`src/rtl/x_23k640_spi.sv`:
```
// ---------------------------------------------------------------------------
// x_23k640_spi
// SPI master (mode 0) for the Microchip 23K640 serial SRAM. Each accepted
// request is issued as one byte-mode READ (0x03) or WRITE (0x02) frame of 32
// bits: {cmd, addr[15:0], wdata or 8'h00}, shifted MSB first.
//
// Build option: define X_23K640_ADDR_CHK_EN to add the o_err port. With the
// option, a request whose address lies beyond 8 KB (i_addr[15:13] != 0) is
// accepted but answered with an o_ready/o_err pulse and no SPI frame.
//
// Parameters:
//   p_clk_div  SCK half-period in i_clk cycles (>= 1)
//
// Ports:
//   i_clk      system clock, all logic on the rising edge
//   i_rst      synchronous active-high reset, aborts any frame in flight
//   i_valid    request valid, held by the requester until o_accept
//   i_rd_n_wr  1 = read, 0 = write
//   i_addr     SRAM byte address
//   i_wdata    write data (ignored for reads)
//   o_accept   request captured on this cycle's clock edge
//   o_ready    one-cycle pulse when a transaction finishes
//   o_rdata    last byte read, held between reads
//   o_sck      SPI clock, idle low
//   o_cs_n     SPI chip select, active low
//   o_mosi     serial data to the SRAM SI pin
//   i_miso     serial data from the SRAM SO pin
//   o_err      out-of-range address pulse (X_23K640_ADDR_CHK_EN only)
// ---------------------------------------------------------------------------
module x_23k640_spi #(
  parameter int p_clk_div = 2
) (
  input  logic        i_clk,
  input  logic        i_rst,
  input  logic        i_valid,
  input  logic        i_rd_n_wr,
  input  logic [15:0] i_addr,
  input  logic [7:0]  i_wdata,
  output logic        o_accept,
  output logic        o_ready,
  output logic [7:0]  o_rdata,
  output logic        o_sck,
  output logic        o_cs_n,
  output logic        o_mosi,
  input  logic        i_miso
`ifdef X_23K640_ADDR_CHK_EN
  ,
  output logic        o_err
`endif
);

  localparam int DW = $clog2(p_clk_div + 1);
  localparam logic [DW-1:0] DIV_LAST = DW'(p_clk_div - 1);
  // The chip-select recovery is D cycles long counting the DONE cycle, so the
  // GAP state itself only needs D-1 cycles (none at all when D is 1).
  localparam logic [DW-1:0] GAP_LAST = DW'((p_clk_div > 1) ? p_clk_div - 2 : 0);

  typedef enum logic [2:0] {
    S_IDLE,
    S_SETUP,
    S_SHIFT,
    S_DONE,
    S_GAP,
    S_ERR
  } state_t;

  state_t        state, state_d;
  logic [DW-1:0] div_cnt;
  logic [4:0]    bit_cnt;
  logic          sck_hi;
  logic [31:0]   shreg;
  logic [7:0]    rx_sh;
  logic          is_rd;
  logic [7:0]    rdata_q;

  logic          div_last;
  logic          gap_last;
  logic          frame_on;
  logic          addr_bad;

  // Next-state decode and pin outputs. All pins are decoded from registered
  // state, so they change only on clock edges.
  always_comb begin
    state_d  = state;
    addr_bad = 1'b0;
`ifdef X_23K640_ADDR_CHK_EN
    addr_bad = (i_addr[15:13] != 3'b000);
`endif
    div_last = (div_cnt == DIV_LAST);
    gap_last = (div_cnt == GAP_LAST);
    frame_on = (state == S_SETUP) || (state == S_SHIFT);
    o_accept = (state == S_IDLE) && i_valid;
    o_ready  = (state == S_DONE) || (state == S_ERR);
    o_cs_n   = !frame_on;
    o_sck    = (state == S_SHIFT) && sck_hi;
    o_mosi   = frame_on && shreg[31];

    case (state)
      S_IDLE:  if (o_accept) state_d = addr_bad ? S_ERR : S_SETUP;
      S_SETUP: if (div_last) state_d = S_SHIFT;
      S_SHIFT: if (!sck_hi && div_last && (bit_cnt == 5'd31)) state_d = S_DONE;
      S_DONE:  state_d = (p_clk_div > 1) ? S_GAP : S_IDLE;
      S_GAP:   if (gap_last) state_d = S_IDLE;
      S_ERR:   state_d = S_IDLE;
      default: state_d = S_IDLE;
    endcase
  end

  // State register plus datapath. Within SHIFT each bit is a high half then a
  // low half of D cycles; MOSI advances at the falling edge and SO is sampled
  // on the edge that raises SCK for bits 24..31.
  always_ff @(posedge i_clk) begin
    if (i_rst) begin
      state   <= S_IDLE;
      div_cnt <= '0;
      bit_cnt <= '0;
      sck_hi  <= 1'b0;
      shreg   <= '0;
      rx_sh   <= '0;
      is_rd   <= 1'b0;
      rdata_q <= '0;
    end else begin
      state <= state_d;
      case (state)
        S_IDLE: begin
          div_cnt <= '0;
          bit_cnt <= '0;
          sck_hi  <= 1'b0;
          if (o_accept) begin
            is_rd <= i_rd_n_wr;
            if (!addr_bad) begin
              shreg <= {(i_rd_n_wr ? 8'h03 : 8'h02), i_addr,
                        (i_rd_n_wr ? 8'h00 : i_wdata)};
            end
          end
        end
        S_SETUP: begin
          if (div_last) begin
            div_cnt <= '0;
            sck_hi  <= 1'b1;
          end else begin
            div_cnt <= div_cnt + DW'(1);
          end
        end
        S_SHIFT: begin
          if (!div_last) begin
            div_cnt <= div_cnt + DW'(1);
          end else begin
            div_cnt <= '0;
            if (sck_hi) begin
              sck_hi <= 1'b0;
              shreg  <= {shreg[30:0], 1'b0};
            end else if (bit_cnt == 5'd31) begin
              bit_cnt <= '0;
              if (is_rd) rdata_q <= rx_sh;
            end else begin
              bit_cnt <= bit_cnt + 5'd1;
              sck_hi  <= 1'b1;
              if (bit_cnt >= 5'd23) rx_sh <= {rx_sh[6:0], i_miso};
            end
          end
        end
        S_DONE: begin
          div_cnt <= '0;
        end
        S_GAP: begin
          if (gap_last) div_cnt <= '0;
          else          div_cnt <= div_cnt + DW'(1);
        end
        default: begin
          div_cnt <= '0;
        end
      endcase
    end
  end

  assign o_rdata = rdata_q;

`ifdef X_23K640_ADDR_CHK_EN
  assign o_err = (state == S_ERR);
`endif

endmodule

```
`config.mk`:
```
export PLATFORM = sky130hd
export DESIGN_NAME = x_23k640_spi
export DESIGN_NICKNAME = d
export VERILOG_FILES = /design/src/rtl/x_23k640_spi.sv
export SDC_FILE = /design/constraint.sdc
export NUM_CORES = 1
export LEC_CHECK = 0
export CORE_MARGIN = 2
export CORE_UTILIZATION = 40
export DETAILED_ROUTE_END_ITERATION = 10
export GPL_ROUTABILITY_DRIVEN = 1
export PLACE_DENSITY_LB_ADDON = 0.1
export SLEW_MARGIN = 20
export SYNTH_ARGS = -nofsm -noshare
export SYNTH_HDL_FRONTEND = slang
export SYNTH_SLANG_ARGS = --single-unit
```
`constraint.sdc`:
```
create_clock -name i_clk -period 2 [get_ports i_clk]
set_input_delay 0.4 -clock i_clk [delete_from_list [all_inputs] [get_ports i_clk]]
set_output_delay 0.4 -clock i_clk [all_outputs]
set_load 0.05 [all_outputs]
```
# After elaboration in Yosys (flattened, before gate mapping)
# Cells that the tools add are included.
# totals
reg_bits	60
inputBits	29
out_inout_bits	13
elab_cells	71
# classes
n_addsub	2
n_lt_le_gt_ge	1
eq_ne	14
mux	23
bitwise	2
n_reduce_logical	21
# op_table
op	count
32-bit 2-to-1 mux	3
32-bit one-hot mux with 2 select lines	1
5-bit 2-to-1 mux	3
3-bit one-hot mux with 5 select lines	1
3-bit 2-to-1 mux	4
2-bit != test, second input constant	6
5-bit one-hot mux with 2 select lines	1
5-bit AND reduction	2
8-bit 2-to-1 mux	1
4-bit AND reduction	2
3-bit by 2-bit == test with 1-bit output, second input constant	2
3-bit == test, second input constant	2
3-bit AND reduction	2
5-bit by 1-bit adder with 5-bit output, second input constant	1
5-bit == test, second input constant	1
5-bit greater-or-equal comparator, second input constant	1
1-bit logical AND	5
1-bit 2-to-1 mux	5
2-bit 2-to-1 mux	2
2-bit one-hot mux with 2 select lines	1
3-bit by 1-bit == test with 1-bit output, second input constant	1
3-bit logical NOT	1
1-bit one-hot mux with 3 select lines	1
3-bit nonzero test	1
other kinds (10)	13

# Logic depth before layout (Yosys ltp)
# Gate-level depths: netlist of the first run.
# depth
ltp_word	5
depth_mapped	8
mapped_depth_nobuf	7

# Least setup slack after synthesis of the first run
# No wires, ideal clock.
# synth_path
path_kind	reg-to-reg
start	reg bit_cnt[0]
end	reg rx_sh[0]
setup_time_ns	0.072
arrival_ns	1.801
required_time_ns	1.928
setup_slack_ns	0.127
path_stages_with_launch	8
n_path_buf	1
period_less_slack_ns	1.873
cell_sequence	dfxtp_1 ha_1 and3_1 ha_1 nor4b_1 and3_1 buf_2 mux2i_1
# synth_via
elab_chain_len	3
word_cells_on_any_way	4
classes_between	order compare (1); eq/ne (1); bitwise (1); reduce/logical (1)
# synth_lines
item	line	text
start, declared	69	logic [4:0] bit_cnt;
start signal, assigned	157	bit_cnt <= bit_cnt + 5'd1;
branches (longest 2 deep; another with 5-bit greater-or-equal comparator)	--	
5-bit AND reduction (no source line) (*)	--	
end signal, assigned	159	if (bit_cnt >= 5'd23) rx_sh <= {rx_sh[6:0], i_miso};
end, declared	72	logic [7:0] rx_sh;
# Every way passes the cells marked *.
# A chain may end at the register's enable or synchronous reset.

# Worst setup path after layout of the first run
# layout_path
start	reg state[1]
end	out o_mosi
# layout_via
elab_chain_len	3
word_cells_on_any_way	4
classes_between	eq/ne (2); reduce/logical (2)
# layout_lines
item	line	text
start, declared	67	state_t state, state_d;
start signal, assigned	123	state <= state_d;
3-bit by 1-bit == test with 1-bit output / 3-bit by 2-bit == test with 1-bit output (equally long branches)	91	frame_on = (state == S_SETUP) || (state == S_SHIFT);
1-bit logical OR (*)	91	
1-bit logical AND (*)	96	o_mosi = frame_on && shreg[31];
end, declared	44	output logic o_mosi,
# Every way passes the cells marked *; elsewhere a longest branch is shown, timed or not.

==> impl_metrics.ini, run 1 <==
[status]
status = finished clean

[flow_run]
maxCapViolations = 0

[clocking]
cts_setup_buffers = 0
cts-root-buf = clkbuf_8
cts_buffers = 9
insertion_delay_ps = 340
cts_buffer_depth = 2
path_clk_slew_ps = 70
cts_tree = yes
htreeDepth = 3
cts.hold.buffers_added = 0
clock-sinks = 60

[sta]
tightest_slew_ps = 519
final.setup.tns_ps = 0
slew_headroom_pct = 65.4
period_needed_ps = 1900
skew_ps = 8.31
finalSetupViolations = 0
drv_slew = 0
finalHoldViolations = 0
fin_crit_sh_pct = 95.1
rsz0062_at_grt = true
fmax_mhz = 526

[critical_path]
path_buf_inv = 1
cp_max_fo = 14
cp.depth = 4
cp_top_family = simple AND/OR/NAND/NOR gates
worst-setup-path-type = reg2out
worstRegToRegCells = 7
cp-end-kind = output pin
path_cells = nand2b_1 > a21oi_2 > and2_1 > buf_12
cp_slowest_cell = dfxtp_2
cpPeakStageDelay_ps = 390
required_ps = 1600
critPathLaunchType = flop
arrival_ps = 1500

[drt]
drtIter0Drc = 90
drtPass1Iterations = 4
wl_per_cell_um = 13.0
viasPerCell = 5.22
routed_wl_mm = 5.64
drc = 0
dr_total_vias = 2270
ant_nets = 0

[place]
place_area_mm2 = 0.00326
portBuffers = 41
dp_hpwl_mm = 3.69
gp_congestion = 0.701

[die]
io_pins = 42
coreArea_mm2 = 0.00646
start_util_pct = 41.9
num_rows = 29
die_h_um = 86.2
die-area_mm2 = 0.00744
die_w_um = 86.2

[logic_synthesis]
synthFlopType = dfxtp_1
synth_commonest_cells = dfxtp_1 (60), nand2_1 (41), nor2_1 (39)
syn_nets = 347
yosys_warnings = 0
synth_seq_cells = 60
yosysMostFrequentCell = dfxtp_1
synthDistinctLibCells = 40
synth_edf_count = 0
synth_cells = 312
synth_area_per_cell_um2 = 8.67
synthArstFlopShare_pct = 0
synth.cell_area_mm2 = 0.00271
ys_seq_area_share_pct = 44.4
synth_area_leaders = dfxtp_1 (44%), nand2_1 (5.7%), nor2_1 (5.4%), a311oi_1 (5.2%), mux2i_1 (3.7%)
synth_top_area_share_pct = 44.4
synth_top_cell_by_area = dfxtp_1

[min_path]
min_path_cells = 2
hold_path.class = reg2reg

[grt]
antenna_found_initial = 0
grt-ovfl-total = 0
grt_pass1_vias = 2052
grt_pass1_wl_mm = 9.57
track_usage_pct = 16.2
grt_max_degree = 50

[pwr]
pwr_density_cell_mw_per_mm2 = 750
finalPower_mw = 2.58
leakagePower_nw = 1.27
ir_worst_vdd_uv = 406

[layout]
antenna_cells = 0
final_nets = 388
drive_above_1_share_pct = 12.0
fin_area_mm2 = 0.00345
area_growth_pct = 27.4
## metal layers
metal	global-route usage, %	vias up	part of all wire, %
li1	-	1180	-
met1	22.2	1043	50
met2	24.3	37	45
met3	4.57	10	3.9
met4	5.97	0	1.5
met5	0	-	0
## stage by stage
step,hold WS [ps],util [%],std cells,setup slack (ps)
floorplan,427,-,312,127
global route,470,53.4,435,-58.2
CTS,457,53.3,435,20.2
detailed placement,447,50.4,419,128
global placement,441,50.4,419,181
finish,454,53.4,435,97.8
## state kept, by name, summed over array words and instances (netlist names)
name	count
is_rd	1
bit_cnt	5
state	3
o_rdata	8
sck_hi	1
div_cnt	2
rx_sh	8
shreg	32
## path summary, 6_finish.rpt
check / slack, ps / start / endpoint
worst max-delay path: 100 / state[1] / o_mosi
worst min-delay path: 450 / shreg[30] / shreg[30]
worst max register to register: 130 / bit_cnt[0] / rx_sh[2]
worst min register to register: 450 / shreg[30] / shreg[30]
## what timing repair did
item | in CTS | in global routing
setup endpoints to repair | 2 | 17
pin swaps | 0 | 0
gates resized for setup | 2 | 2
## where the power goes
group | switching (mW) | internal (mW)
Sequential | 0.0338 | 1.25
Combinational | 0.167 | 0.159
Clock | 0.461 | 0.513
## cells by family (layout without fill, tap and decap cells)
kind of cell | count (synthesis) | count (layout) | synth area share, %
and+or+nand+nor | 144 | 144 | 27.3
xor gates and xnor gates | 1 | 1 | 0.324
muxes | 10 | 10 | 3.70
buffers and inverters | 30 | 76 | 5.74
AOI/OAI and AO/OA | 61 | 61 | 15.8
DFF | 60 | 60 | 44.4
adders and majority gates | 6 | 6 | 2.78
## tightest hold or removal path, cell delays in order, from the launching register on
cell     delay (ps)
dfxtp_1         310
nand2_1          50
a21oi_1          50
## layout by cell type (no fill, tap or decap), drive strengths merged, types with 11 or more instances in the layout
cell and count:
dfxtp 60, clkbuf 12, a21oi 11, nor2 39, clkdlybuf4s50 35, a311oi 16
nand2 41, buf 20, nand2b 13, o21ai 13
## final cells by class
class	count	area, µm²
Fill cell	611	3010
Multi-Input combinational cell	222	1360
Sequential cell	60	1200
Timing Repair Buffer	55	586
Clock buffer	12	155
Tap cell	77	96.3
Clock inverter	4	23.8
Inverter	5	18.8
No activity file was read; power rests on OpenSTA's default activity.
==> run 2: changes to the inputs <==
Settings changed: CTS_CLUSTER_DIAMETER from default to 200.
==> results of run 2 <==
No change in the layout: final DEF, timing and power equal those of run 1.
